**src/rtl/alu_seq_ctrl.sv**
```systemverilog
// Multi-cycle fetch/decode/execute sequencer for the register/ALU/immediate datapath.
// Decodes RV32I OP and OP-IMM instructions into write_en/alu_sel/alu_src_sel for one EXEC cycle.
module alu_seq_ctrl #(
  parameter logic [31:0] RESET_PC      = 32'h0000_0000,
  parameter int unsigned ALU_SEL_WIDTH = 4,
  parameter int unsigned CNT_WIDTH     = 32
) (
  input  logic                     clk,
  input  logic                     rstn,
  input  logic                     run_en,
  output logic                     imem_req,
  output logic [31:0]              imem_addr,
  input  logic                     imem_gnt,
  input  logic                     imem_rvalid,
  input  logic [31:0]              imem_rdata,
  output logic [31:0]              instruction,
  output logic                     write_en,
  output logic [ALU_SEL_WIDTH-1:0] alu_sel,
  output logic                     alu_src_sel,
  output logic                     busy,
  output logic                     illegal,
  output logic [CNT_WIDTH-1:0]     retired_count
);

  typedef enum logic [1:0] {IDLE, FETCH, WAIT, EXEC} state_t;

  localparam logic [6:0] OPC_OP  = 7'b0110011;
  localparam logic [6:0] OPC_IMM = 7'b0010011;
  localparam logic [6:0] F7_BASE = 7'b0000000;
  localparam logic [6:0] F7_ALT  = 7'b0100000;

  localparam logic [3:0] ALU_ADD  = 4'd0;
  localparam logic [3:0] ALU_SUB  = 4'd1;
  localparam logic [3:0] ALU_AND  = 4'd2;
  localparam logic [3:0] ALU_OR   = 4'd3;
  localparam logic [3:0] ALU_XOR  = 4'd4;
  localparam logic [3:0] ALU_SLL  = 4'd5;
  localparam logic [3:0] ALU_SRL  = 4'd6;
  localparam logic [3:0] ALU_SRA  = 4'd7;
  localparam logic [3:0] ALU_SLT  = 4'd8;
  localparam logic [3:0] ALU_SLTU = 4'd9;

  state_t      state, next_state;
  logic [31:0] pc;

  logic [6:0]  opcode;
  logic [2:0]  funct3;
  logic [6:0]  funct7;
  logic        dec_legal;
  logic [3:0]  dec_sel;
  logic        dec_src;

  assign opcode = instruction[6:0];
  assign funct3 = instruction[14:12];
  assign funct7 = instruction[31:25];

  // Decoder runs off the instruction register every cycle; outputs are gated to EXEC below.
  always_comb begin
    dec_legal = 1'b0;
    dec_sel   = ALU_ADD;
    dec_src   = 1'b0;
    case (opcode)
      OPC_OP: begin
        if (funct7 == F7_BASE) begin
          dec_legal = 1'b1;
          case (funct3)
            3'b000:  dec_sel = ALU_ADD;
            3'b001:  dec_sel = ALU_SLL;
            3'b010:  dec_sel = ALU_SLT;
            3'b011:  dec_sel = ALU_SLTU;
            3'b100:  dec_sel = ALU_XOR;
            3'b101:  dec_sel = ALU_SRL;
            3'b110:  dec_sel = ALU_OR;
            default: dec_sel = ALU_AND;
          endcase
        end else if (funct7 == F7_ALT) begin
          if (funct3 == 3'b000) begin
            dec_legal = 1'b1;
            dec_sel   = ALU_SUB;
          end else if (funct3 == 3'b101) begin
            dec_legal = 1'b1;
            dec_sel   = ALU_SRA;
          end
        end
      end
      OPC_IMM: begin
        dec_src = 1'b1;
        case (funct3)
          3'b000: begin dec_legal = 1'b1; dec_sel = ALU_ADD;  end
          3'b010: begin dec_legal = 1'b1; dec_sel = ALU_SLT;  end
          3'b011: begin dec_legal = 1'b1; dec_sel = ALU_SLTU; end
          3'b100: begin dec_legal = 1'b1; dec_sel = ALU_XOR;  end
          3'b110: begin dec_legal = 1'b1; dec_sel = ALU_OR;   end
          3'b111: begin dec_legal = 1'b1; dec_sel = ALU_AND;  end
          3'b001: begin
            dec_legal = (funct7 == F7_BASE);
            dec_sel   = ALU_SLL;
          end
          default: begin
            if (funct7 == F7_BASE) begin
              dec_legal = 1'b1;
              dec_sel   = ALU_SRL;
            end else if (funct7 == F7_ALT) begin
              dec_legal = 1'b1;
              dec_sel   = ALU_SRA;
            end
          end
        endcase
      end
      default: dec_legal = 1'b0;
    endcase
  end

  always_ff @(posedge clk or negedge rstn) begin
    if (!rstn) state <= IDLE;
    else       state <= next_state;
  end

  always_comb begin
    next_state  = state;
    imem_req    = 1'b0;
    write_en    = 1'b0;
    alu_sel     = '0;
    alu_src_sel = 1'b0;
    illegal     = 1'b0;
    case (state)
      IDLE:  if (run_en) next_state = FETCH;
      FETCH: begin
        imem_req = 1'b1;
        if (imem_gnt) next_state = WAIT;
      end
      WAIT:  if (imem_rvalid) next_state = EXEC;
      default: begin
        write_en    = dec_legal;
        illegal     = !dec_legal;
        alu_sel     = dec_legal ? ALU_SEL_WIDTH'(dec_sel) : '0;
        alu_src_sel = dec_legal && dec_src;
        next_state  = run_en ? FETCH : IDLE;
      end
    endcase
  end

  assign busy      = (state != IDLE);
  assign imem_addr = pc;

  always_ff @(posedge clk or negedge rstn) begin
    if (!rstn) begin
      pc            <= RESET_PC;
      instruction   <= '0;
      retired_count <= '0;
    end else begin
      if (state == WAIT && imem_rvalid) instruction <= imem_rdata;
      if (state == EXEC) begin
        pc <= pc + 32'd4;
        if (dec_legal) retired_count <= retired_count + CNT_WIDTH'(1);
      end
    end
  end

endmodule

```
**config.mk**
```make
export PLATFORM = sky130hd
export DESIGN_NAME = alu_seq_ctrl
export DESIGN_NICKNAME = d
export VERILOG_FILES = /design/src/rtl/alu_seq_ctrl.sv
export SDC_FILE = /design/constraint.sdc
export NUM_CORES = 1
export LEC_CHECK = 0
export BUFFER_PORTS_ARGS = -buffer_cell sky130_fd_sc_hd__buf_2
export CAP_MARGIN = 15
export CORE_UTILIZATION = 48
export CTS_BUF_LIST = sky130_fd_sc_hd__clkbuf_4 sky130_fd_sc_hd__clkbuf_8
export CTS_CLUSTER_SIZE = 30
export DETAILED_ROUTE_END_ITERATION = 16
export GPL_ROUTABILITY_DRIVEN = 1
export HOLD_SLACK_MARGIN = 0.1
export PLACE_DENSITY_LB_ADDON = 0.2
export SETUP_SLACK_MARGIN = 0.1
export SLEW_MARGIN = 25
export SYNTH_ARGS = -nofsm -noshare
export SYNTH_HDL_FRONTEND = slang
export SYNTH_SLANG_ARGS = --single-unit
```
**constraint.sdc**
```tcl
create_clock -name clk -period 1.7 [get_ports clk]
set_input_delay 0.085 -clock clk [delete_from_list [all_inputs] [get_ports clk]]
set_output_delay 0.085 -clock clk [all_outputs]
set_load 0.05 [all_outputs]
```
==> summary.txt <==
vias in the first global route: 3845
max_cap viols: 0
Hold Slack: 0.128 ns
Distinct cells, synth: 37
Avg Cell Area, Syn: 11.7 µm²
RR Endpoint: retired_count[12]$_DFFE_PN0P_
pin count of the biggest net entering global routing: 37
clk_lat worst skew: 0.37 ns
Seq/Total Area, Yosys: 53.2%
Worst Setup SP: instruction[27]$_DFFE_PN0P_
R2R depth: 10
die width: 99.0 µm
Flop pwr share: 33.7%
row cnt: 35
Final GP Congestion: 0.814
DR WL/cell: 17.2 µm
Comb pwr share: 50.3%
P_sw: 4500 µW
ANT nets after route: 0
first-pass GRT wire length: 19100 µm
residual DRC count: 0
core footprint: 0.00920 mm²
fill count: 555
Mapped Area: 0.00452 mm²
Tightest Hold Check Type: input port to asynchronous set/reset pin
YS warnings: 0
clock skew: 0.0242 ns
post-DP HPWL: 7480 µm
final setup fails: 37
layout cell share with drive strength beyond 1: 61.5%
CP Max Fanout: 6
CTS buffer count: 9
buffer levels on the longest clock path: 2
vias per cell: 5.29
Vias: 3986
peak supply drop: 1.31 mV
die height: 99.0 µm
failing checks: setup timing
dpl cells: 673
H-tree depth: 3
first-pass detailed-route iteration total: 4
status: finished, violations left
Nets: 681
antenna cells: 0
drt initial violations: 149
IO Pins: 142
Area contributors post-synth: dfrtp_1 (53%), xnor2_1 (9.9%), mux2_2 (8.5%), nand4_1 (4.0%), nand3_1 (2.5%)
Root Driver: clkbuf_8
WL final: 12900 µm
R2R setup slack: -0.39 ns
RSZ-0062 raised after global routing: yes
gr usage total: 24.8%
share of the synthesized area in the top cell type: 53.2%
Final Max Slew Viols: 0
Setup CP Type: register to output port
design area: 0.00713 mm²
Non-Filler Instances: 753
P_int: 5280 µW
crit share post-route: 129%
cell taking the most area after synthesis: dfrtp_1
clock power share: 16.0%
sw frac: 46.0%
Synth Instances: 387
commonest non-fill, non-tap cells in the layout: buf_2 (130), buf_4 (65), dfrtp_2 (59)
clk sinks: 96
final worst slack: -0.493 ns
Die Area: 0.00980 mm²
#FFs+latches synth: 96
Worst setup EP type: output port
commonest non-fill, non-tap cell in the layout: buf_2
Initial Util: 49.1%
area delta synth->final: 57.9%
power density over the cells: 1370 mW/mm²
FF-to-FF Start: instruction[27]$_DFFE_PN0P_
final hold violation count: 0
critical path required time: 1.62 ns
CP Launch Type: register
initial antenna violation count: 0
Critical Path AT: 2.11 ns
Post-DP Area: 0.00592 mm²
overflow left after global routing: 0
Reg clk slew, reported paths: 0.11 ns
TritonCTS clock tree: done
IO buf count: 139
minimum clock period: 2.19 ns
Leak: 0.00340 µW
fmax: 0.456 GHz
through the flow:
stage	util (%)	setup WS [ns]	power (µW)	setup TNS (ns)
after floorplan	-	-0.432	6260	-5.49
after global placement	64.3	-0.175	7430	-3.35
after detailed placement	64.3	-0.231	7530	-5.75
after CTS	73.8	-0.487	9350	-9.37
after global routing	77.5	-0.584	10200	-15.14
final	77.5	-0.493	9780	-12.56
cell usage after synthesis, drive strengths merged:
cell and count:
nand4 29, nand2 24, inv 13, nor2b 5, or4 1, a21oi 4
ha 7, nor4b 1, xor2 9, o2bb2ai 1, buf 14, nand3b 2
and3 14, and2 5, xnor2 51, mux2 34, o21ai 6, nor4 5
nand3 25, o211ai 1, a222oi 1, and4 7, o311ai 1, nor3 7
or2 1, dfrtp 96, nand2b 2, o2111ai 1, conb 1, nor2 19
repair_timing:
item | 4_1_cts | 5_1_grt
endpoints found under the hold margin | 128 | 0
hold buffers | 33 | 0
pin swaps | 33 | 31
endpoints found under the setup margin | 56 | 90
gates cloned | 1 | 2
buffers inserted | 15 | 16
gates resized for setup | 48 | 37
sequential cells by signal (all words and copies together), names as in the netlist:
name and flops:
imem_addr 30, retired_count 32, instruction 32, state 2
power groups by stage:
stage / Clock [µW] / Combinational [µW] / Sequential (µW)
final: 1560 / 4920 / 3300
after detailed placement: 0 / 4280 / 3250
after global routing: 1660 / 5150 / 3350
after CTS: 1590 / 4540 / 3230
after floorplan: 0 / 1360 / 4900
after global placement: 0 / 4220 / 3210
worst max-delay path by stage:
stage	end	slack, ns	cells past startpoint
2_1_floorplan	alu_sel[2]	-0.43	8
3_3_place_gp	alu_sel[1]	-0.18	7
3_5_place_dp	alu_sel[1]	-0.23	7
4_1_cts	alu_sel[0]	-0.49	7
5_1_grt	alu_sel[2]	-0.58	7
6_report	alu_sel[2]	-0.49	7
cell families after synthesis:
family / share of synthesized area, %
xor gates and xnor gates: 11.6
AOI/OAI and AO/OA: 2.08
muxes: 8.48
buffers and inverters: 2.91
and+or+nand+nor: 19.7
other: 0.0830
adders and majority gates: 1.94
DFF: 53.2
area by class of cell:
class | instances | area (µm²) | share of cell area [%]
Clock inverter | 5 | 56.3 | 0.790
Sequential cell | 96 | 2480 | 34.7
Clock buffer | 11 | 145 | 2.04
Timing Repair Buffer | 252 | 1840 | 25.8
Tap cell | 111 | 139 | 1.95
Inverter | 13 | 48.8 | 0.685
Multi-Input combinational cell | 265 | 2420 | 34.0
routing by layer:
metal / wire length, µm / share of wire (%) / track usage [%]
met4: 188 / 1.5 / 6.54
met1: 5420 / 42 / 32.3
met5: 0 / 0 / 0
met3: 696 / 5.4 / 5.89
met2: 6620 / 51 / 41.7
worst max-delay path, cell delays in order (launching register included):
cell       delay [ns]
dfrtp_2          0.43
nor4_4           0.36
o2bb2ai_2        0.15
and4_4           0.25
buf_6            0.12
nand2_8          0.07
nor4_4           0.17
buf_6            0.20
Power figures use the tool's default switching activity.
